**config.mk**
```make
export PLATFORM = sky130hd
export DESIGN_NAME = ifft8_serial_flat
export DESIGN_NICKNAME = d
export VERILOG_FILES = /design/src/rtl/ifft8_serial_if.sv /design/src/rtl/ifft8_serial.sv /design/src/flat_wrapper.sv
export SDC_FILE = /design/constraint.sdc
export NUM_CORES = 2
export LEC_CHECK = 0
export CORE_MARGIN = 5
export CORE_UTILIZATION = 48
export CTS_CLUSTER_DIAMETER = 100
export DETAILED_ROUTE_END_ITERATION = 8
export PLACE_DENSITY = 0.67
export SYNTH_ARGS = -nofsm -noshare
export SYNTH_HDL_FRONTEND = slang
export SYNTH_SLANG_ARGS = --single-unit
export TNS_END_PERCENT = 5
```
**constraint.sdc**
```tcl
create_clock -name clk -period 30.7 [get_ports clk]
set_input_delay 3.07 -clock clk [delete_from_list [all_inputs] [get_ports clk]]
set_output_delay 3.07 -clock clk [all_outputs]
set_load 0.005 [all_outputs]
```
**src/rtl/ifft8_serial_if.sv**
```systemverilog
// Streaming bundle for ifft8_serial: bin input channel and sample output channel.
// The upstream/downstream environment uses master, the transform uses slave.
interface ifft8_serial_if #(
  parameter int IN_W  = 19,
  parameter int OUT_W = 16
);
  logic                 in_valid;
  logic                 in_ready;
  logic [2*IN_W-1:0]    in_data;
  logic                 out_valid;
  logic                 out_ready;
  logic [2*OUT_W-1:0]   out_data;
  logic                 out_last;

  modport master (
    output in_valid, in_data, out_ready,
    input  in_ready, out_valid, out_data, out_last
  );

  modport slave (
    input  in_valid, in_data, out_ready,
    output in_ready, out_valid, out_data, out_last
  );
endinterface

```
**src/rtl/ifft8_serial.sv**
```systemverilog
// Serial inverse 8-point DFT: buffers one frame of bins, runs 64 MACs through one
// registered complex multiplier, then streams out the 8 scaled, saturated samples.
module ifft8_serial #(
  parameter int IN_W  = 19,
  parameter int OUT_W = 16,
  parameter int SCALE = 3
) (
  input logic           clk,
  input logic           rst,
  ifft8_serial_if.slave bus
);
  localparam int TW_W   = 16;
  localparam int PROD_W = IN_W + TW_W;
  localparam int SUM_W  = PROD_W + 1;
  localparam int ACC_W  = PROD_W + 3;
  localparam logic signed [ACC_W-1:0] RND_BIAS = ACC_W'(1) << (13 + SCALE);
  localparam logic signed [ACC_W-1:0] SAT_MAX  = ACC_W'((1 << (OUT_W - 1)) - 1);
  localparam logic signed [ACC_W-1:0] SAT_MIN  = ~SAT_MAX;

  typedef enum logic [1:0] {LOAD, CALC, DRAIN} state_t;

  state_t state, next_state;

  logic [2:0]              bin_idx;
  logic [2:0]              out_idx;
  logic [6:0]              calc_cnt;
  logic [2*IN_W-1:0]       xbuf [8];
  logic [2*OUT_W-1:0]      ybuf [8];
  logic signed [ACC_W-1:0] acc_re, acc_im;
  logic signed [SUM_W-1:0] p_re, p_im;

  logic in_fire, out_fire, calc_done, mac_active;
  logic in_ready_c, out_valid_c, out_last_c;
  logic [2*OUT_W-1:0] out_data_c;

  assign in_fire    = (state == LOAD) && bus.in_valid;
  assign out_fire   = (state == DRAIN) && bus.out_ready;
  assign calc_done  = (state == CALC) && (calc_cnt == 7'd64);
  assign mac_active = (state == CALC) && (calc_cnt != 7'd0);

  // Multiply stage: calc_cnt = {n, k} selects the bin and the twiddle (n*k) mod 8
  logic [2:0] mul_k, mul_n, tw_idx;
  logic signed [TW_W-1:0]   tw_cos, tw_sin;
  logic signed [IN_W-1:0]   x_re, x_im;
  logic signed [PROD_W-1:0] m_rc, m_is, m_rs, m_ic;
  logic signed [SUM_W-1:0]  p_re_next, p_im_next;

  assign mul_k  = calc_cnt[2:0];
  assign mul_n  = calc_cnt[5:3];
  assign tw_idx = mul_n * mul_k;
  assign x_re   = xbuf[mul_k][IN_W-1:0];
  assign x_im   = xbuf[mul_k][2*IN_W-1:IN_W];

  always_comb begin
    tw_cos = 16'sh4000;
    tw_sin = 16'sh0000;
    unique case (tw_idx)
      3'd0: begin tw_cos = 16'sh4000; tw_sin = 16'sh0000; end
      3'd1: begin tw_cos = 16'sh2D41; tw_sin = 16'sh2D41; end
      3'd2: begin tw_cos = 16'sh0000; tw_sin = 16'sh4000; end
      3'd3: begin tw_cos = 16'shD2BF; tw_sin = 16'sh2D41; end
      3'd4: begin tw_cos = 16'shC000; tw_sin = 16'sh0000; end
      3'd5: begin tw_cos = 16'shD2BF; tw_sin = 16'shD2BF; end
      3'd6: begin tw_cos = 16'sh0000; tw_sin = 16'shC000; end
      3'd7: begin tw_cos = 16'sh2D41; tw_sin = 16'shD2BF; end
      default: begin tw_cos = 16'sh4000; tw_sin = 16'sh0000; end
    endcase
  end

  assign m_rc      = PROD_W'(x_re) * PROD_W'(tw_cos);
  assign m_is      = PROD_W'(x_im) * PROD_W'(tw_sin);
  assign m_rs      = PROD_W'(x_re) * PROD_W'(tw_sin);
  assign m_ic      = PROD_W'(x_im) * PROD_W'(tw_cos);
  assign p_re_next = SUM_W'(m_rc) - SUM_W'(m_is);
  assign p_im_next = SUM_W'(m_rs) + SUM_W'(m_ic);

  // Accumulate stage lags the multiplier by one cycle, so it works on index calc_cnt-1
  logic [5:0] acc_idx;
  logic [2:0] acc_k, acc_n;
  logic signed [ACC_W-1:0] acc_sum_re, acc_sum_im, rnd_re, rnd_im;

  assign acc_idx    = 6'(calc_cnt - 7'd1);
  assign acc_k      = acc_idx[2:0];
  assign acc_n      = acc_idx[5:3];
  assign acc_sum_re = ((acc_k == 3'd0) ? '0 : acc_re) + ACC_W'(p_re);
  assign acc_sum_im = ((acc_k == 3'd0) ? '0 : acc_im) + ACC_W'(p_im);
  assign rnd_re     = (acc_sum_re + RND_BIAS) >>> (14 + SCALE);
  assign rnd_im     = (acc_sum_im + RND_BIAS) >>> (14 + SCALE);

  function automatic logic [OUT_W-1:0] sat_out(input logic signed [ACC_W-1:0] v);
    logic [OUT_W-1:0] r;
    r = v[OUT_W-1:0];
    if (v > SAT_MAX) r = SAT_MAX[OUT_W-1:0];
    else if (v < SAT_MIN) r = SAT_MIN[OUT_W-1:0];
    return r;
  endfunction

  always_ff @(posedge clk or posedge rst) begin
    if (rst) state <= LOAD;
    else     state <= next_state;
  end

  always_comb begin
    next_state  = state;
    in_ready_c  = 1'b0;
    out_valid_c = 1'b0;
    out_last_c  = 1'b0;
    out_data_c  = '0;
    unique case (state)
      LOAD: begin
        in_ready_c = 1'b1;
        if (bus.in_valid && bin_idx == 3'd7) next_state = CALC;
      end
      CALC: begin
        if (calc_cnt == 7'd64) next_state = DRAIN;
      end
      DRAIN: begin
        out_valid_c = 1'b1;
        out_data_c  = ybuf[out_idx];
        out_last_c  = (out_idx == 3'd7);
        if (bus.out_ready && out_idx == 3'd7) next_state = LOAD;
      end
      default: next_state = LOAD;
    endcase
  end

  assign bus.in_ready  = in_ready_c;
  assign bus.out_valid = out_valid_c;
  assign bus.out_data  = out_data_c;
  assign bus.out_last  = out_last_c;

  always_ff @(posedge clk or posedge rst) begin
    if (rst) begin
      bin_idx  <= '0;
      out_idx  <= '0;
      calc_cnt <= '0;
      acc_re   <= '0;
      acc_im   <= '0;
      p_re     <= '0;
      p_im     <= '0;
    end else begin
      if (in_fire) bin_idx <= bin_idx + 3'd1;
      if (state == CALC) begin
        calc_cnt <= calc_done ? 7'd0 : calc_cnt + 7'd1;
        p_re     <= p_re_next;
        p_im     <= p_im_next;
      end
      if (mac_active) begin
        acc_re <= acc_sum_re;
        acc_im <= acc_sum_im;
      end
      if (out_fire) out_idx <= out_idx + 3'd1;
    end
  end

  // Frame buffers need no reset: every entry is rewritten before it is read
  always_ff @(posedge clk) begin
    if (in_fire) xbuf[bin_idx] <= bus.in_data;
    if (mac_active && acc_k == 3'd7) ybuf[acc_n] <= {sat_out(rnd_im), sat_out(rnd_re)};
  end
endmodule

```
**src/flat_wrapper.sv**
```systemverilog
// flat-port wrapper written by rule: the top's interface ports become plain ports
module ifft8_serial_flat 
#(
  parameter int IN_W  = 19,
  parameter int OUT_W = 16,
  parameter int SCALE = 3
)
  (clk, rst, bus_in_valid, bus_in_data, bus_out_ready, bus_in_ready, bus_out_valid, bus_out_data, bus_out_last);
  ifft8_serial_if #(.IN_W(IN_W), .OUT_W(OUT_W)) bus_i ();
  input logic clk;
  input logic rst;
  input wire logic [$bits(bus_i.in_valid)-1:0] bus_in_valid;
  input wire logic [$bits(bus_i.in_data)-1:0] bus_in_data;
  input wire logic [$bits(bus_i.out_ready)-1:0] bus_out_ready;
  output wire logic [$bits(bus_i.in_ready)-1:0] bus_in_ready;
  output wire logic [$bits(bus_i.out_valid)-1:0] bus_out_valid;
  output wire logic [$bits(bus_i.out_data)-1:0] bus_out_data;
  output wire logic [$bits(bus_i.out_last)-1:0] bus_out_last;
  assign bus_i.in_valid = bus_in_valid;
  assign bus_i.in_data = bus_in_data;
  assign bus_i.out_ready = bus_out_ready;
  assign bus_in_ready = bus_i.in_ready;
  assign bus_out_valid = bus_i.out_valid;
  assign bus_out_data = bus_i.out_data;
  assign bus_out_last = bus_i.out_last;
  ifft8_serial #(.IN_W(IN_W), .OUT_W(OUT_W), .SCALE(SCALE)) u_core (.clk(clk), .rst(rst), .bus(bus_i));
endmodule
```
Yosys cells after proc, flatten, opt, wreduce, memory -nomap -nowiden --
Memories as Yosys holds them, arrays and structs flattened. Cells that the tools add are included.
Operators by class: add/sub/neg operators 10, $mul 5, divide/modulo/power cells 0, order comparisons 4, equality and inequality tests 9, shift operators 0, muxes and demuxes 21, bitwise logic cells 0, reductions and logical operators 11
Operator list (count):
- $mul 19x16->35 | 4
- $mux 16 | 6
- $add 38x18->38 const B | 2
- $add 38x38->38 | 2
- $mux 38 | 2
- $gt 21x16->1 const B | 2
- $lt 21x16->1 const B | 2
- $add 35x35->36 | 1
- $sub 35x35->36 | 1
- $mux 32 | 1
- $eq 3x3->1 const B | 3
- $add 7x1->7 const B | 1
- $eq 7x7->1 const B | 1
- $logic_and 1x1->1 | 7
- $mux 1 | 7
- $mux 7 | 1
- $reduce_bool 7->1 | 1
- $add 3x1->3 const B | 2
- $mux 2 | 3
- $ne 2x2->1 const B | 3
- $pmux 2 s3 | 1
- $sub 6x1->6 const B | 1
- $logic_not 3->1 | 1
- $mul 3x3->3 | 1
- 4 further kinds | 4
Storage, ports and cells: flip-flop bits (word level) 163, bits in latches 0, memory bits (writable) 560, bits in read-only memories 256, input bits 42, logic and storage cells 71, memories 3
Memory list:
- u_core.xbuf | words 8, bits a word 38, read ports 1, clocked after memory_dff 0, write ports 1, RTL line ifft8_serial.sv:27 | logic [2*IN_W-1:0] xbuf [8];
- (no name shown) | words 8, bits a word 32, read ports 1, clocked after memory_dff 0, write ports 0, RTL line ifft8_serial.sv:57 | unique case (tw_idx)
- u_core.ybuf | words 8, bits a word 32, read ports 1, clocked after memory_dff 0, write ports 1, RTL line ifft8_serial.sv:28 | logic [2*OUT_W-1:0] ybuf [8];

Depth between registers and ports, before layout --
depth after elaboration 9, gate-level depth with buffers 43, gate-level depth less buffers 37

Least setup slack after synthesis --
OpenSTA, ideal clock, no wires.
kind register to register, from register u_core.calc_cnt[0], to register u_core.p_re[35], setup time 82 ps, data arrival time 12411 ps, required time 30618 ps, slack 18207 ps, cell stages (with the launch flop) 39, clock period less this slack 12493 ps, cells stage by stage dfrtp_1 buf_1 clkbuf_1 clkbuf_1 clkbuf_1 and2_1 ha_1 xor2_1 xnor2_1 clkbuf_1 nand2_1 inv_1 fa_1 inv_1 fa_1 inv_1 fa_1 inv_1 [... 3 more ...] fa_1 inv_1 fa_1 inv_1 ha_1 a21oi_1 o21bai_1 a21oi_1 nor2b_1 o21ai_0 nand2b_1 a221o_1 a211o_1 a21oi_1 o21bai_1 o311a_1 or3_1 a31oi_1
Between the ends: word-level cells in the longest chain between the ends 4, elaborated cells on any way between the ends 6, classes of those cells add/sub: 1; mul: 3; memory: 2
RTL lines:
- start, declared | RTL line ifft8_serial.sv:26 | logic [6:0] calc_cnt;
- start signal, assigned | RTL line ifft8_serial.sv:144 | calc_cnt <= calc_done ? 7'd0 : calc_cnt + 7'd1;
- $mul 3x3->3 | RTL line ifft8_serial.sv:50 | assign tw_idx = mul_n * mul_k;
- $mem_v2 8x32
- $mul 19x16->35, on equally long branches | RTL line ifft8_serial.sv:70, ifft8_serial.sv:71
- $sub 35x35->36 * | RTL line ifft8_serial.sv:74 | assign p_re_next = SUM_W'(m_rc) - SUM_W'(m_is);
- end signal, assigned | RTL line ifft8_serial.sv:145 | p_re <= p_re_next;
- end, declared | RTL line ifft8_serial.sv:30 | logic signed [SUM_W-1:0] p_re, p_im;
Mark *: on every way between the ends. The rest lies on a longest branch, timed or not. A chain may end at the register's enable or synchronous reset.

Worst setup path in the final report --
from register u_core.calc_cnt[0], to register u_core.p_im[32]
Between the ends: word-level cells in the longest chain between the ends 4, elaborated cells on any way between the ends 6, classes of those cells add/sub: 1; mul: 3; memory: 2
RTL lines:
- $mul 3x3->3 | RTL line ifft8_serial.sv:50
- $mem_v2 8x32
- $mul 19x16->35, on equally long branches | RTL line ifft8_serial.sv:72, ifft8_serial.sv:73
- $add 35x35->36 * | RTL line ifft8_serial.sv:75 | assign p_im_next = SUM_W'(m_rs) + SUM_W'(m_ic);
- end signal, assigned | RTL line ifft8_serial.sv:146 | p_im <= p_im_next;
- end, declared | RTL line ifft8_serial.sv:30
Marks and branches as above.

==> qor.yml <==
cts_tree: "built"
syn-cell-area_mm2: 0.0726
start_util: 0.483
cpPeakStageDelay_ps: 930
synth_top_area_frac: 0.345
synth.area.top_cells: "fa_1 (35%), edfxtp_1 (23%), inv_1 (8.0%)"
via_count: 43900
grt-ovfl-total: 0
grt_max_degree: 83
post_cts_resized: 0
max_freq_mhz: 84.0
worst-endpoint-arrival_ps: 12430
relSlewSlack: 0.166
setup_viol: 0
crit_path_max_fanout: 52
syn_nets: 7922
finalHoldViolations: 0
placement.cell_area_mm2: 0.0760
post_cts.repair.setup_buffers: 0
clock_latency_ps: 670
whs_path_depth: 2
rsz0062_at_grt: "no"
htreeDepth: 3
endpoint_kind: "flip-flop"
track_usage: 0.230
fin_nets: 8003
drtAntennaViolNets: 0
synthMostInstantiatedCell: "inv_1"
detailed_place_hpwl_um: 142000
synth_edf_count: 560
drtIter0Drc: 3261
critical_path_class: "flip-flop to flip-flop"
async_flop_share: 0.224
ios: 77
yosysSeqAreaShare: 0.288
slowest_stage: "nand2_1"
port_buffers: 76
synth.avg_cell_area_um2: 11.7
avgRoutedWirePerCell_um: 21.0
cts.path.max_buffers: 3
die_w_um: 399
drv_slew: 0
synth_seq_cells: 722
cts-hold-fix-buffers: 0
ys_types: 97
hold_path_class: "flip-flop to flip-flop"
core_mm2: 0.150
final_layout_size_suffix_gt1_frac: 0.0771
rr_worst_depth: 35
cap_viol_max_count: 0
fin_area_mm2: 0.0787
cts-root-buf: "clkbuf_16"
numCtsBuffers: 77
via_per_inst: 5.26
cpMostUsedCell: "fa_1"
ys_warn_count: 0
finalCritPeriodShare: 0.388
worstSetupStartpointType: "flip-flop"
wl_um: 175000
gp_congestion: 0.962
synthTopCellsByCount: "inv_1 (1546), fa_1 (1252), edfxtp_1 (560)"
syn_inst: 6198
dieHeight_um: 399
grt_pass1_wl_um: 278000
worstMarginPinSlew_ps: 1250
status: "complete, no violations"
die_area_mm2: 0.159
cts_sinks: 722
post-route-drc-count: 0
finalClockSkew_ps: 16.0
cts.clk_slew.worst_paths_ps: 60
area_growth_syn_to_layout_pct: 8.50
synth_ff_type: "edfxtp_1"
dr.pass1.iters: 6
grt_pass1_vias: 47600
critPathRequiredTime_ps: 31230
period_needed_ps: 11900
antenna_found_initial: 6
row_count: 142
setup_tns_ps: 0
yosysTopAreaCell: "fa_1"
==> worst max-delay path, delay by kind of cell (launching register included) <==
| kind | cells | cell delay, ps |
|---|---|---|
| AO/OA/AOI/OAI | 10 | 2760 |
| flip-flops | 1 | 910 |
| adder cells (fa/ha/maj) | 10 | 3890 |
| XOR/XNOR | 3 | 790 |
| AND/OR/NAND/NOR | 6 | 2120 |
| buffers and inverters | 6 | 1230 |
==> area by class of cell <==
type                    count  area (um2)
fillers                 13000       71400
multi-input cells        3780       45500
flip-flops and latches    722       20900
inverters                1550        5820
well taps                2016        2520
clock buffers              98        2100
repair buffers            148        1300
clock inverters            45         611
diodes                      2        5.00
==> routing by layer <==
| layer | part of all wire | track usage | routed length [um] |
|---|---|---|---|
| met1 | 0.42 | 0.319 | 74200 |
| met5 | 0.00019 | 0 | 34 |
| met4 | 0.034 | 0.0682 | 6010 |
| met3 | 0.063 | 0.0389 | 11000 |
| met2 | 0.48 | 0.377 | 83900 |
==> placed cells by master, fill, tap and decap left out, drive strengths merged, types with 13 or more instances in the layout <==
| cell | synthesis | layout |
|---|---|---|
| a211oi | 24 | 24 |
| a21o | 54 | 54 |
| a21oi | 129 | 129 |
| a31oi | 18 | 18 |
| and2 | 91 | 91 |
| and3 | 24 | 24 |
| buf | 37 | 72 |
| clkbuf | 109 | 98 |
| clkdlybuf4s50 | 0 | 76 |
| clkinv | 3 | 33 |
| dfrtp | 162 | 162 |
| edfxtp | 560 | 560 |
| fa | 1252 | 1252 |
| ha | 430 | 430 |
| inv | 1547 | 1548 |
| mux2 | 53 | 53 |
| mux2i | 74 | 74 |
| mux4 | 140 | 140 |
| nand2 | 430 | 430 |
| nand2b | 46 | 46 |
| nand3 | 32 | 32 |
| nand4 | 14 | 14 |
| nor2 | 286 | 286 |
| nor3 | 37 | 37 |
| o21a | 20 | 20 |
| o21ai | 208 | 208 |
| o21bai | 26 | 26 |
| o31ai | 13 | 13 |
| or2 | 26 | 26 |
| xnor2 | 135 | 135 |
| xor2 | 73 | 73 |
==> sequential cells by signal, indices dropped and copies added (netlist names), 7 cells and up <==
register and cells:
u_core.acc_im 38, u_core.acc_re 38, u_core.calc_cnt 7, u_core.p_im 36
u_core.p_re 35, u_core.xbuf 304, u_core.ybuf 256
==> path summary, 6_finish.rpt <==
| check | from | end | slack, ps |
|---|---|---|---|
| worst max-delay path | u_core.calc_cnt[0]$_DFFE_PP0P_ | u_core.p_im[32]$_DFFE_PP0P_ | 18800 |
| worst min-delay path | u_core.acc_im[35]$_DFFE_PP0P_ | u_core.acc_im[35]$_DFFE_PP0P_ | 470 |
| worst max register to register | u_core.calc_cnt[0]$_DFFE_PP0P_ | u_core.p_im[32]$_DFFE_PP0P_ | 18800 |
| worst min register to register | u_core.acc_im[35]$_DFFE_PP0P_ | u_core.acc_im[35]$_DFFE_PP0P_ | 470 |
| max in group asynchronous | rst | u_core.p_im[31]$_DFFE_PP0P_ | 26530 |
| min in group asynchronous | rst | u_core.out_idx[2]$_DFFE_PP0P_ | 2810 |
==> cells by family after synthesis <==
| group | Yosys count | synth area share |
|---|---|---|
| muxes | 267 | 0.0619 |
| AOI/OAI and AO/OA | 574 | 0.0507 |
| xor gates and xnor gates | 208 | 0.0252 |
| and+or+nand+nor | 1049 | 0.0669 |
| buffers and inverters | 1696 | 0.0881 |
| adders and majority gates | 1682 | 0.420 |
| DFF | 722 | 0.288 |
==> stage by stage <==
| stage | util | hold slack, ps | worst slack [ps] | cells |
|---|---|---|---|---|
| 3_5_place_dp | 0.506 | 462 | 18800 | 8216 |
| 4_1_cts | 0.524 | 476 | 18780 | 8359 |
| 2_1_floorplan | - | 440 | 18210 | 6198 |
| 3_3_place_gp | 0.506 | 454 | 18950 | 8216 |
| 5_1_grt | 0.524 | 500 | 18100 | 8360 |
| 6_report | 0.524 | 467 | 18800 | 8361 |
Power is left out: the tool's default activity adds up to more than one toggle a clock period on the data nets, which glitch-free logic cannot reach.
